--- config.mk ---
export PLATFORM = sky130hd
export DESIGN_NAME = rom_burst_reader_flat
export DESIGN_NICKNAME = d
export VERILOG_FILES = /design/src/rtl/rom_burst_reader_if.sv /design/src/rtl/rom_burst_reader.sv /design/src/flat_wrapper.sv
export SDC_FILE = /design/constraint.sdc
export NUM_CORES = 1
export LEC_CHECK = 0
export CORE_MARGIN = 10
export CORE_UTILIZATION = 30
export DETAILED_ROUTE_END_ITERATION = 8
export HOLD_SLACK_MARGIN = 0.15
export PLACE_DENSITY = 0.62
export SYNTH_ARGS = -nofsm -noshare
export SYNTH_HDL_FRONTEND = slang
export SYNTH_SLANG_ARGS = --single-unit
--- constraint.sdc ---
create_clock -name clock -period 2.81 [get_ports clock]
set_clock_uncertainty 0.15 [all_clocks]
set_input_delay 0.562 -clock clock [delete_from_list [all_inputs] [get_ports clock]]
set_output_delay 0.562 -clock clock [all_outputs]
set_load 0.01 [all_outputs]
--- src/rtl/rom_burst_reader_if.sv ---
// Bus bundle for the ROM burst reader: burst request/status, ROM address/data,
// and the valid/ready output stream.
interface rom_burst_reader_if #(
   parameter int ADDR_W = 5,
   parameter int DATA_W = 8
);
   logic              start;
   logic [ADDR_W-1:0] start_addr;
   logic [ADDR_W:0]   burst_len;
   logic              busy;
   logic              done;
   logic [ADDR_W-1:0] rom_addr;
   logic [DATA_W-1:0] rom_data;
   logic              m_valid;
   logic              m_ready;
   logic [DATA_W-1:0] m_data;
   logic              m_last;

   // The reader itself
   modport master (
      input  start, start_addr, burst_len, rom_data, m_ready,
      output busy, done, rom_addr, m_valid, m_data, m_last
   );

   // The environment: requester, ROM and downstream consumer
   modport slave (
      output start, start_addr, burst_len, rom_data, m_ready,
      input  busy, done, rom_addr, m_valid, m_data, m_last
   );
endinterface

--- src/rtl/rom_burst_reader.sv ---
// Burst address sequencer for a registered ROM. Issues sequential addresses,
// tracks the ROM read latency with a tag pipe, and buffers returned words in
// a small FIFO so downstream backpressure never drops data. Issue is gated by
// a credit rule: words in the ROM pipe plus words in the FIFO never exceed
// FIFO_DEPTH, so every word in flight has a FIFO entry reserved.
module rom_burst_reader #(
   parameter int ADDR_W     = 5,
   parameter int DATA_W     = 8,
   parameter int ROM_LAT    = 2,
   parameter int FIFO_DEPTH = 4
) (
   input  logic               clock,
   input  logic               reset,
   rom_burst_reader_if.master bus
);
   localparam int LEN_W = ADDR_W + 1;
   localparam int PTR_W = $clog2(FIFO_DEPTH);
   localparam int CNT_W = PTR_W + 1;
   localparam int OCC_W = $clog2(FIFO_DEPTH + ROM_LAT + 2) + 1;

   typedef enum logic [1:0] {S_IDLE, S_ISSUE, S_DRAIN} state_t;

   state_t            state_q, state_d;
   logic [ADDR_W-1:0] next_addr_q, next_addr_d;
   logic [ADDR_W-1:0] rom_addr_q, rom_addr_d;
   logic [LEN_W-1:0]  remain_q, remain_d;
   logic              done_q, done_d;
   // Tag slot 0 travels with rom_addr; slot ROM_LAT lines up with rom_data.
   logic [ROM_LAT:0]  tag_vld_q, tag_vld_d;
   logic [ROM_LAT:0]  tag_last_q, tag_last_d;
   logic [DATA_W:0]   fifo_mem_q [FIFO_DEPTH];
   logic [DATA_W:0]   fifo_mem_d [FIFO_DEPTH];
   logic [PTR_W-1:0]  wr_ptr_q, wr_ptr_d;
   logic [PTR_W-1:0]  rd_ptr_q, rd_ptr_d;
   logic [CNT_W-1:0]  fifo_cnt_q, fifo_cnt_d;

   logic              issue, issue_last;
   logic              push, pop, m_valid, head_last;
   logic [DATA_W:0]   head;
   logic [OCC_W-1:0]  in_flight, occ;
   logic              credit_ok;

   assign m_valid   = (fifo_cnt_q != '0);
   assign head      = fifo_mem_q[rd_ptr_q];
   assign head_last = m_valid & head[DATA_W];
   assign pop       = m_valid & bus.m_ready;
   assign push      = tag_vld_q[ROM_LAT];

   assign bus.busy     = (state_q != S_IDLE);
   assign bus.done     = done_q;
   assign bus.rom_addr = rom_addr_q;
   assign bus.m_valid  = m_valid;
   assign bus.m_data   = m_valid ? head[DATA_W-1:0] : '0;
   assign bus.m_last   = head_last;

   // Credit check: reserved entries (ROM pipe + FIFO, minus the word leaving now)
   always_comb begin
      in_flight = '0;
      for (int i = 0; i <= ROM_LAT; i++) begin
         in_flight = in_flight + OCC_W'(tag_vld_q[i]);
      end
      occ       = in_flight + OCC_W'(fifo_cnt_q) - OCC_W'(pop);
      credit_ok = (occ < OCC_W'(FIFO_DEPTH));
   end

   // Burst FSM: next state, address issue and done pulse
   always_comb begin
      state_d     = state_q;
      next_addr_d = next_addr_q;
      rom_addr_d  = rom_addr_q;
      remain_d    = remain_q;
      done_d      = 1'b0;
      issue       = 1'b0;
      issue_last  = 1'b0;
      case (state_q)
         S_IDLE: begin
            if (bus.start) begin
               if (bus.burst_len == '0) begin
                  done_d = 1'b1;
               end else begin
                  // FIFO and tag pipe are empty in IDLE, so the first issue needs no credit check
                  issue       = 1'b1;
                  issue_last  = (bus.burst_len == LEN_W'(1));
                  rom_addr_d  = bus.start_addr;
                  next_addr_d = bus.start_addr + ADDR_W'(1);
                  remain_d    = bus.burst_len - LEN_W'(1);
                  state_d     = issue_last ? S_DRAIN : S_ISSUE;
               end
            end
         end
         S_ISSUE: begin
            if (credit_ok) begin
               issue       = 1'b1;
               issue_last  = (remain_q == LEN_W'(1));
               rom_addr_d  = next_addr_q;
               next_addr_d = next_addr_q + ADDR_W'(1);
               remain_d    = remain_q - LEN_W'(1);
               if (issue_last) state_d = S_DRAIN;
            end
         end
         S_DRAIN: begin
            // The last-tagged word leaving means pipe and FIFO are both empty
            if (pop && head_last) begin
               done_d  = 1'b1;
               state_d = S_IDLE;
            end
         end
         default: state_d = S_IDLE;
      endcase
   end

   // Tag pipe shift and FIFO push/pop bookkeeping
   always_comb begin
      tag_vld_d  = {tag_vld_q[ROM_LAT-1:0], issue};
      tag_last_d = {tag_last_q[ROM_LAT-1:0], issue_last};
      fifo_mem_d = fifo_mem_q;
      if (push) fifo_mem_d[wr_ptr_q] = {tag_last_q[ROM_LAT], bus.rom_data};
      wr_ptr_d   = wr_ptr_q + PTR_W'(push);
      rd_ptr_d   = rd_ptr_q + PTR_W'(pop);
      fifo_cnt_d = fifo_cnt_q + CNT_W'(push) - CNT_W'(pop);
   end

   // State registers; reset aborts any burst and discards in-flight words
   always_ff @(posedge clock or posedge reset) begin
      if (reset) begin
         state_q     <= S_IDLE;
         next_addr_q <= '0;
         rom_addr_q  <= '0;
         remain_q    <= '0;
         done_q      <= 1'b0;
         tag_vld_q   <= '0;
         tag_last_q  <= '0;
         wr_ptr_q    <= '0;
         rd_ptr_q    <= '0;
         fifo_cnt_q  <= '0;
         for (int i = 0; i < FIFO_DEPTH; i++) fifo_mem_q[i] <= '0;
      end else begin
         state_q     <= state_d;
         next_addr_q <= next_addr_d;
         rom_addr_q  <= rom_addr_d;
         remain_q    <= remain_d;
         done_q      <= done_d;
         tag_vld_q   <= tag_vld_d;
         tag_last_q  <= tag_last_d;
         wr_ptr_q    <= wr_ptr_d;
         rd_ptr_q    <= rd_ptr_d;
         fifo_cnt_q  <= fifo_cnt_d;
         fifo_mem_q  <= fifo_mem_d;
      end
   end
endmodule
--- src/flat_wrapper.sv ---
// flat-port wrapper written by rule: the top's interface ports become plain ports
module rom_burst_reader_flat 
#(
   parameter int ADDR_W     = 5,
   parameter int DATA_W     = 8,
   parameter int ROM_LAT    = 2,
   parameter int FIFO_DEPTH = 4
)
  (clock, reset, bus_start, bus_start_addr, bus_burst_len, bus_rom_data, bus_m_ready, bus_busy, bus_done, bus_rom_addr, bus_m_valid, bus_m_data, bus_m_last);
  rom_burst_reader_if #(.ADDR_W(ADDR_W), .DATA_W(DATA_W)) bus_i ();
  input  logic clock;
  input  logic reset;
  input wire logic [$bits(bus_i.start)-1:0] bus_start;
  input wire logic [$bits(bus_i.start_addr)-1:0] bus_start_addr;
  input wire logic [$bits(bus_i.burst_len)-1:0] bus_burst_len;
  input wire logic [$bits(bus_i.rom_data)-1:0] bus_rom_data;
  input wire logic [$bits(bus_i.m_ready)-1:0] bus_m_ready;
  output wire logic [$bits(bus_i.busy)-1:0] bus_busy;
  output wire logic [$bits(bus_i.done)-1:0] bus_done;
  output wire logic [$bits(bus_i.rom_addr)-1:0] bus_rom_addr;
  output wire logic [$bits(bus_i.m_valid)-1:0] bus_m_valid;
  output wire logic [$bits(bus_i.m_data)-1:0] bus_m_data;
  output wire logic [$bits(bus_i.m_last)-1:0] bus_m_last;
  assign bus_i.start = bus_start;
  assign bus_i.start_addr = bus_start_addr;
  assign bus_i.burst_len = bus_burst_len;
  assign bus_i.rom_data = bus_rom_data;
  assign bus_i.m_ready = bus_m_ready;
  assign bus_busy = bus_i.busy;
  assign bus_done = bus_i.done;
  assign bus_rom_addr = bus_i.rom_addr;
  assign bus_m_valid = bus_i.m_valid;
  assign bus_m_data = bus_i.m_data;
  assign bus_m_last = bus_i.m_last;
  rom_burst_reader #(.ADDR_W(ADDR_W), .DATA_W(DATA_W), .ROM_LAT(ROM_LAT), .FIFO_DEPTH(FIFO_DEPTH)) u_core (.clock(clock), .reset(reset), .bus(bus_i));
endmodule
Word-level counts from Yosys, hierarchy flattened
Index checks and enable logic that the tools add are counted.

storage, ports and cells
  output and inout bits = 17
  bits of input ports = 23
  register bits = 68
  logic and storage cells = 90

cells by class
  reductions and logical operators = 9
  add/subtract/negate cells = 12
  mux-type cells = 38
  equal/unequal tests = 9
  order comparisons = 4
  bitwise operators = 4

operator list
  operator                                                count
  bitwise mux 36 bit                                      1
  2-to-1 mux 5 bit                                        6
  2-to-1 mux 9 bit                                        3
  case mux 5 bit (2 select lines)                         2
  binary-select mux 9 bit (select 2 bit)                  1
  demux 9 bit (select 2 bit)                              1
  2-to-1 mux 6 bit                                        3
  equality test 6 x 1 -> 1 bit (second input constant)    2
  2-to-1 mux 2 bit                                        6
  case mux 6 bit (2 select lines)                         1
  subtractor 6 x 1 -> 6 bit (second input constant)       2
  adder 5 x 1 -> 5 bit (second input constant)            2
  2-to-1 mux 1 bit                                        9
  2-to-1 mux 8 bit                                        1
  >= comparator 3 bit (second input constant)             2
  logical NOT 6 bit                                       1
  inequality test 2 x 1 -> 1 bit (second input constant)  3
  NOT 2 -> 3 bit                                          2
  case mux 1 bit (2 select lines)                         3
  case mux 2 bit (3 select lines)                         1
  AND reduction 5 bit                                     1
  adder 2 x 1 -> 2 bit                                    2
  adder 4 x 1 -> 4 bit                                    1
  adder 4 x 3 -> 4 bit                                    1
  other kinds (15)                                        19

Longest topological paths before layout
  depth in word-level cells = 8
  depth in mapped cells = 11
  gate-level depth less buffers = 10

Worst setup path after synthesis
No wires, ideal clock.

  kind = reg2reg
  from = register u_core.fifo_cnt_q[1]
  to = register u_core.rom_addr_q[2], in the netlist u_core.bus.rom_addr[2]
  path buffers = 1
  required time = 2.535 ns
  setup time = 0.125 ns
  arrival = 2.494 ns
  cell stages (with the launch flop) = 12
  setup slack = 0.040 ns
  path through = dfrtp_1 -> inv_1 -> nand3_1 -> nand3_1 -> o21ai_0 -> ha_1 -> a21o_2 -> a2111oi_4 -> a211oi_2 -> nor2_4 -> buf_6 -> mux2_4

on the way
  longest elaborated chain between the ends = 6
  elaborated cells on any way between the ends = 7
  classes of those cells = 2 x add/sub; 1 x order compare; 1 x eq/ne; 1 x bitwise; 2 x reduce/logical

RTL lines
  element                                                       RTL line                 text
  start: declaration                                            rom_burst_reader.sv:35   logic [CNT_W-1:0] fifo_cnt_q, fifo_cnt_d;
  start signal: assignment                                      rom_burst_reader.sv:147  fifo_cnt_q <= fifo_cnt_d;
  branches (longest 2 deep; another with adder 4 x 3 -> 4 bit)  n/a
  subtractor 4 x 1 -> 4 bit *                                   rom_burst_reader.sv:62   occ = in_flight + OCC_W'(fifo_cnt_q) - OCC_W'(pop);
  less-than comparator 4 x 3 -> 1 bit *                         rom_burst_reader.sv:63   credit_ok = (occ < OCC_W'(FIFO_DEPTH));
  inequality test 2 x 1 -> 1 bit (no source line) *             n/a
  AND reduction 4 bit (no source line) *                        n/a
  end signal: assignment                                        rom_burst_reader.sv:140  rom_addr_q <= rom_addr_d;
  end: declaration                                              rom_burst_reader.sv:25   logic [ADDR_W-1:0] rom_addr_q, rom_addr_d;

Mark *: on every way between the ends.
A chain may end at the register's enable or synchronous reset.

Worst setup path in the final report
  from = register u_core.rd_ptr_q[0]
  to = output port bus_m_data[4]

on the way
  longest elaborated chain between the ends = 5

RTL lines
  element                                               RTL line                 text
  start: declaration                                    rom_burst_reader.sv:34   logic [PTR_W-1:0] rd_ptr_q, rd_ptr_d;
  start signal: assignment                              rom_burst_reader.sv:146  rd_ptr_q <= rd_ptr_d;
  NOT 2 -> 3 bit (not written as such)                  rom_burst_reader.sv:44   assign head = fifo_mem_q[rd_ptr_q];
  binary-select mux 9 bit (select 2 bit)                rom_burst_reader.sv:44
  2-to-1 mux 9 bit (not written as such) (2 in series)  rom_burst_reader.sv:44
  2-to-1 mux 8 bit                                      rom_burst_reader.sv:53   assign bus.m_data = m_valid ? head[DATA_W-1:0] : '0;
  end: declaration                                      flat_wrapper.sv:22       output wire logic [$bits(bus_i.m_data)-1:0] bus_m_data;

Every way passes these cells. The select of a mux whose other input is x is not followed.

==> metrics.txt <==
Synth Warn #=0; register area share after synthesis=0.478; Tcrit/Tclk final=0.969; synth top area cells=dfrtp_1 48%, mux2_2 14%, mux4_2 5.7%; post-synth top area share=0.478; Compound-Gate Fraction of Synth Area=0.0956; Synth Register Bits=68; share of layout cells above drive strength 1=0.325; Synth Area per Inst=around 12 µm²; Pwr Density=1220 nW/µm²; largest net degree at the start of global routing=between 60 and 70; port bufs=39; Comb power frac=0.496; CP max-delay cell=mux4_2; total wire length=7860 µm; status=finished, final reports clean; relative slew slack=0.617; Area Overhead vs Synth=29.6%; # DRC=0; # nets final=slightly below 400; sequential power share=0.307; Hold Fails Final Rpt=0; Worst Reg-to-Reg Cells=10; top-count cell post-synth=dfrtp_1; vias per cell=just under 5; worst skew pair latency=0.33 ns; first drt pass iteration count=4; die width=129 µm; Longest Clk Path Bufs=2; gr usage total=0.0987; fin util=0.401; Min-Delay Path Depth=0; Hold WS=0.201 ns; count of different cell masters after synthesis=54; max cap viols=0; CP Class=reg -> out; Hold Crit Endpoint=u_core.tag_last_q[1]; hold crit path type=reg -> reg; Setup WS post-layout=between 0.08 and 0.09 ns; number of DRC markers in iteration 0=approximately 190; dpl hpwl=5770 µm; Post-synth EDFFs=0; H-tree lvl count=3; GPL Wtd Cong=about 0.77; Leak=2.05 nW; Final Setup Violations=0; fin. max-slew vios=0; Die Area=16600 µm²; vias in the first global route=2621; sw frac=0.341; r2r startpoint=u_core.fifo_cnt_q[1]; hold buffers post-CTS=0; Cells after Synth=288; Die H=129 µm; clock sink count=68; Critical Path Sink Type=output pin; CTS tree=yes; Worst-path clk slew=0.05 ns; CP arrival=2.01 ns; Inserted Diodes=0; Synth top cells by count=68 x dfrtp_1, 43 x mux2_2, 18 x inv_1; pre-CTS WS=-0.337 ns; hold_sp=u_core.tag_last_q[0]; Psw=1.91 mW; WL/cell=15.7 µm; Post-Synth Simple-Gate Area=0.104; # IOs=40; num rows=39; peak fanout along the critical path=7; top_reg_cell synth=dfrtp_1; multi-input logic area=1750 µm²; net count after synthesis=324; FF+latch area=1700 µm²; Post-Synth XOR/XNOR Area=0.0320; P_int=approximately 3.7 mW; Max rail drop VDD=0.396 mV; CP required=roughly 2.1 ns; clock power share=0.197; minimum clock period=2.72 ns; CTS root buf=clkbuf_16; vias after detailed routing=roughly 2500; reg2reg setup slack=0.14 ns; Initial Utilization=0.309; largest family of logic cells by synthesized area=multiplexers; worst-margin pin slew=roughly 0.57 ns; first-pass GRT wire length=around 13000 µm; f_max=0.367 GHz; Startpoint Class=register; Final ANT Viol Nets=0; adder-cell share of the synthesized area=0.0478; gr ovfl total=0; crit path cell chain=buf_12 > mux4_2 > and2_1 > clkdlybuf4s50_1; mux cell area share after synthesis=0.206; # fillers=approximately 1100; Cell Area, Synth=approximately 3600 µm²; slowest stage delay, CP=between 0.4 and 0.5 ns; RR Endpoint=u_core.bus.rom_addr[1]; cts bufs inserted=9; Yosys top cell by area=dfrtp_1; Core ar.=11500 µm²; asr flop ratio synth=1.00; initial antenna violation count=0
## through the flow
step                setup TNS [ns]  instance area, µm²  total power, mW  instances
floorplan                        0                3560             3.51        288
global placement             -4.08                4250             4.40        480
detailed placement           -4.63                4250             4.50        480
CTS                              0                4570             5.68        499
global route            -0.0000129                4610             6.03        500
finish                           0                4610             5.61        500
## area by class of cell
type	count	area share
flip-flops and latches	68	0.369
inverters	18	0.0146
clock buffers	10	0.0496
clock inverters	6	0.0141
repair buffers	64	0.135
multi-input cells	191	0.379
well taps	143	0.0388
## routing by layer
metal  vias up  global-route usage  part of all wire
li1       1175                   -                 -
met1      1239               0.127              0.47
met5         -                   0                 0
met3         8              0.0378             0.057
met2        54               0.154              0.47
met4         0              0.0221            0.0075
## worst max-delay path by stage
stage,to,start,depth (start not counted),slack [ns]
after global placement,u_core.bus.rom_addr[1],bus_m_ready,9,-0.30
final,bus_m_data[4],u_core.rd_ptr_q[0],4,0.09
after CTS,bus_m_data[5],u_core.rd_ptr_q[0],4,0.02
after detailed placement,u_core.next_addr_q[1],bus_m_ready,9,-0.34
after global routing,u_core.bus.rom_addr[1],u_core.fifo_cnt_q[1],10,-0.00001
after floorplan,u_core.bus.rom_addr[2],u_core.fifo_cnt_q[1],11,0.04
## cells in the final DEF, fill, tap and decap left out, drive strengths merged, types with 3 or more instances in the layout
| cell | n |
|---|---|
| a21oi | 16 |
| a31o | 3 |
| nand4 | 4 |
| xor2 | 4 |
| inv | 18 |
| a211oi | 4 |
| nor3 | 3 |
| dfrtp | 68 |
| nand2 | 9 |
| o21ai | 8 |
| clkinv | 4 |
| nand3b | 3 |
| ha | 12 |
| mux2 | 44 |
| clkdlybuf4s50 | 31 |
| and2 | 9 |
| clkbuf | 10 |
| xnor2 | 9 |
| mux4 | 9 |
| mux2i | 3 |
| dlymetal6s2s | 8 |
| nand3 | 12 |
| buf | 25 |
| nor2 | 8 |
## cell families after synthesis
group                      Yosys count
xor gates and xnor gates            13
buffers and inverters               29
AOI/OAI and AO/OA                   47
adders and majority gates           13
DFF                                 68
muxes                               56
and+or+nand+nor                     62
## critical path, delay by kind of cell, from the launching register on
family | cells | cell delay [ns]
flip-flops | 1 | 0.42
AND/OR/NAND/NOR | 1 | 0.16
multiplexers | 1 | 0.48
buffers and inverters | 2 | 0.62
## power groups by stage
| stage | Combinational, mW | Clock (mW) | Sequential, mW |
|---|---|---|---|
| after global placement | 2.69 | 0 | 1.72 |
| after detailed placement | 2.76 | 0 | 1.74 |
| after CTS | 2.83 | 1.13 | 1.72 |
| after floorplan | 1.86 | 0 | 1.65 |
| final | 2.78 | 1.10 | 1.72 |
| after global routing | 3.06 | 1.19 | 1.78 |
## sequential cells by signal, summed over array words and instances, names as in the netlist
signal and count:
u_core.fifo_mem_q 36, u_core.bus.done 1, u_core.bus.rom_addr 5, u_core.tag_vld_q 3
u_core.wr_ptr_q 2, u_core.remain_q 6, u_core.rd_ptr_q 2, u_core.state_q 2
u_core.tag_last_q 3, u_core.next_addr_q 5, u_core.fifo_cnt_q 3
## what timing repair did
item	4_1_cts	5_1_grt
setup buffers	3	1
pin swaps	3	3
cloned	0	0
endpoints found under the setup margin	9	17
resized for setup	1	14
(Power assumes the default switching activity.)
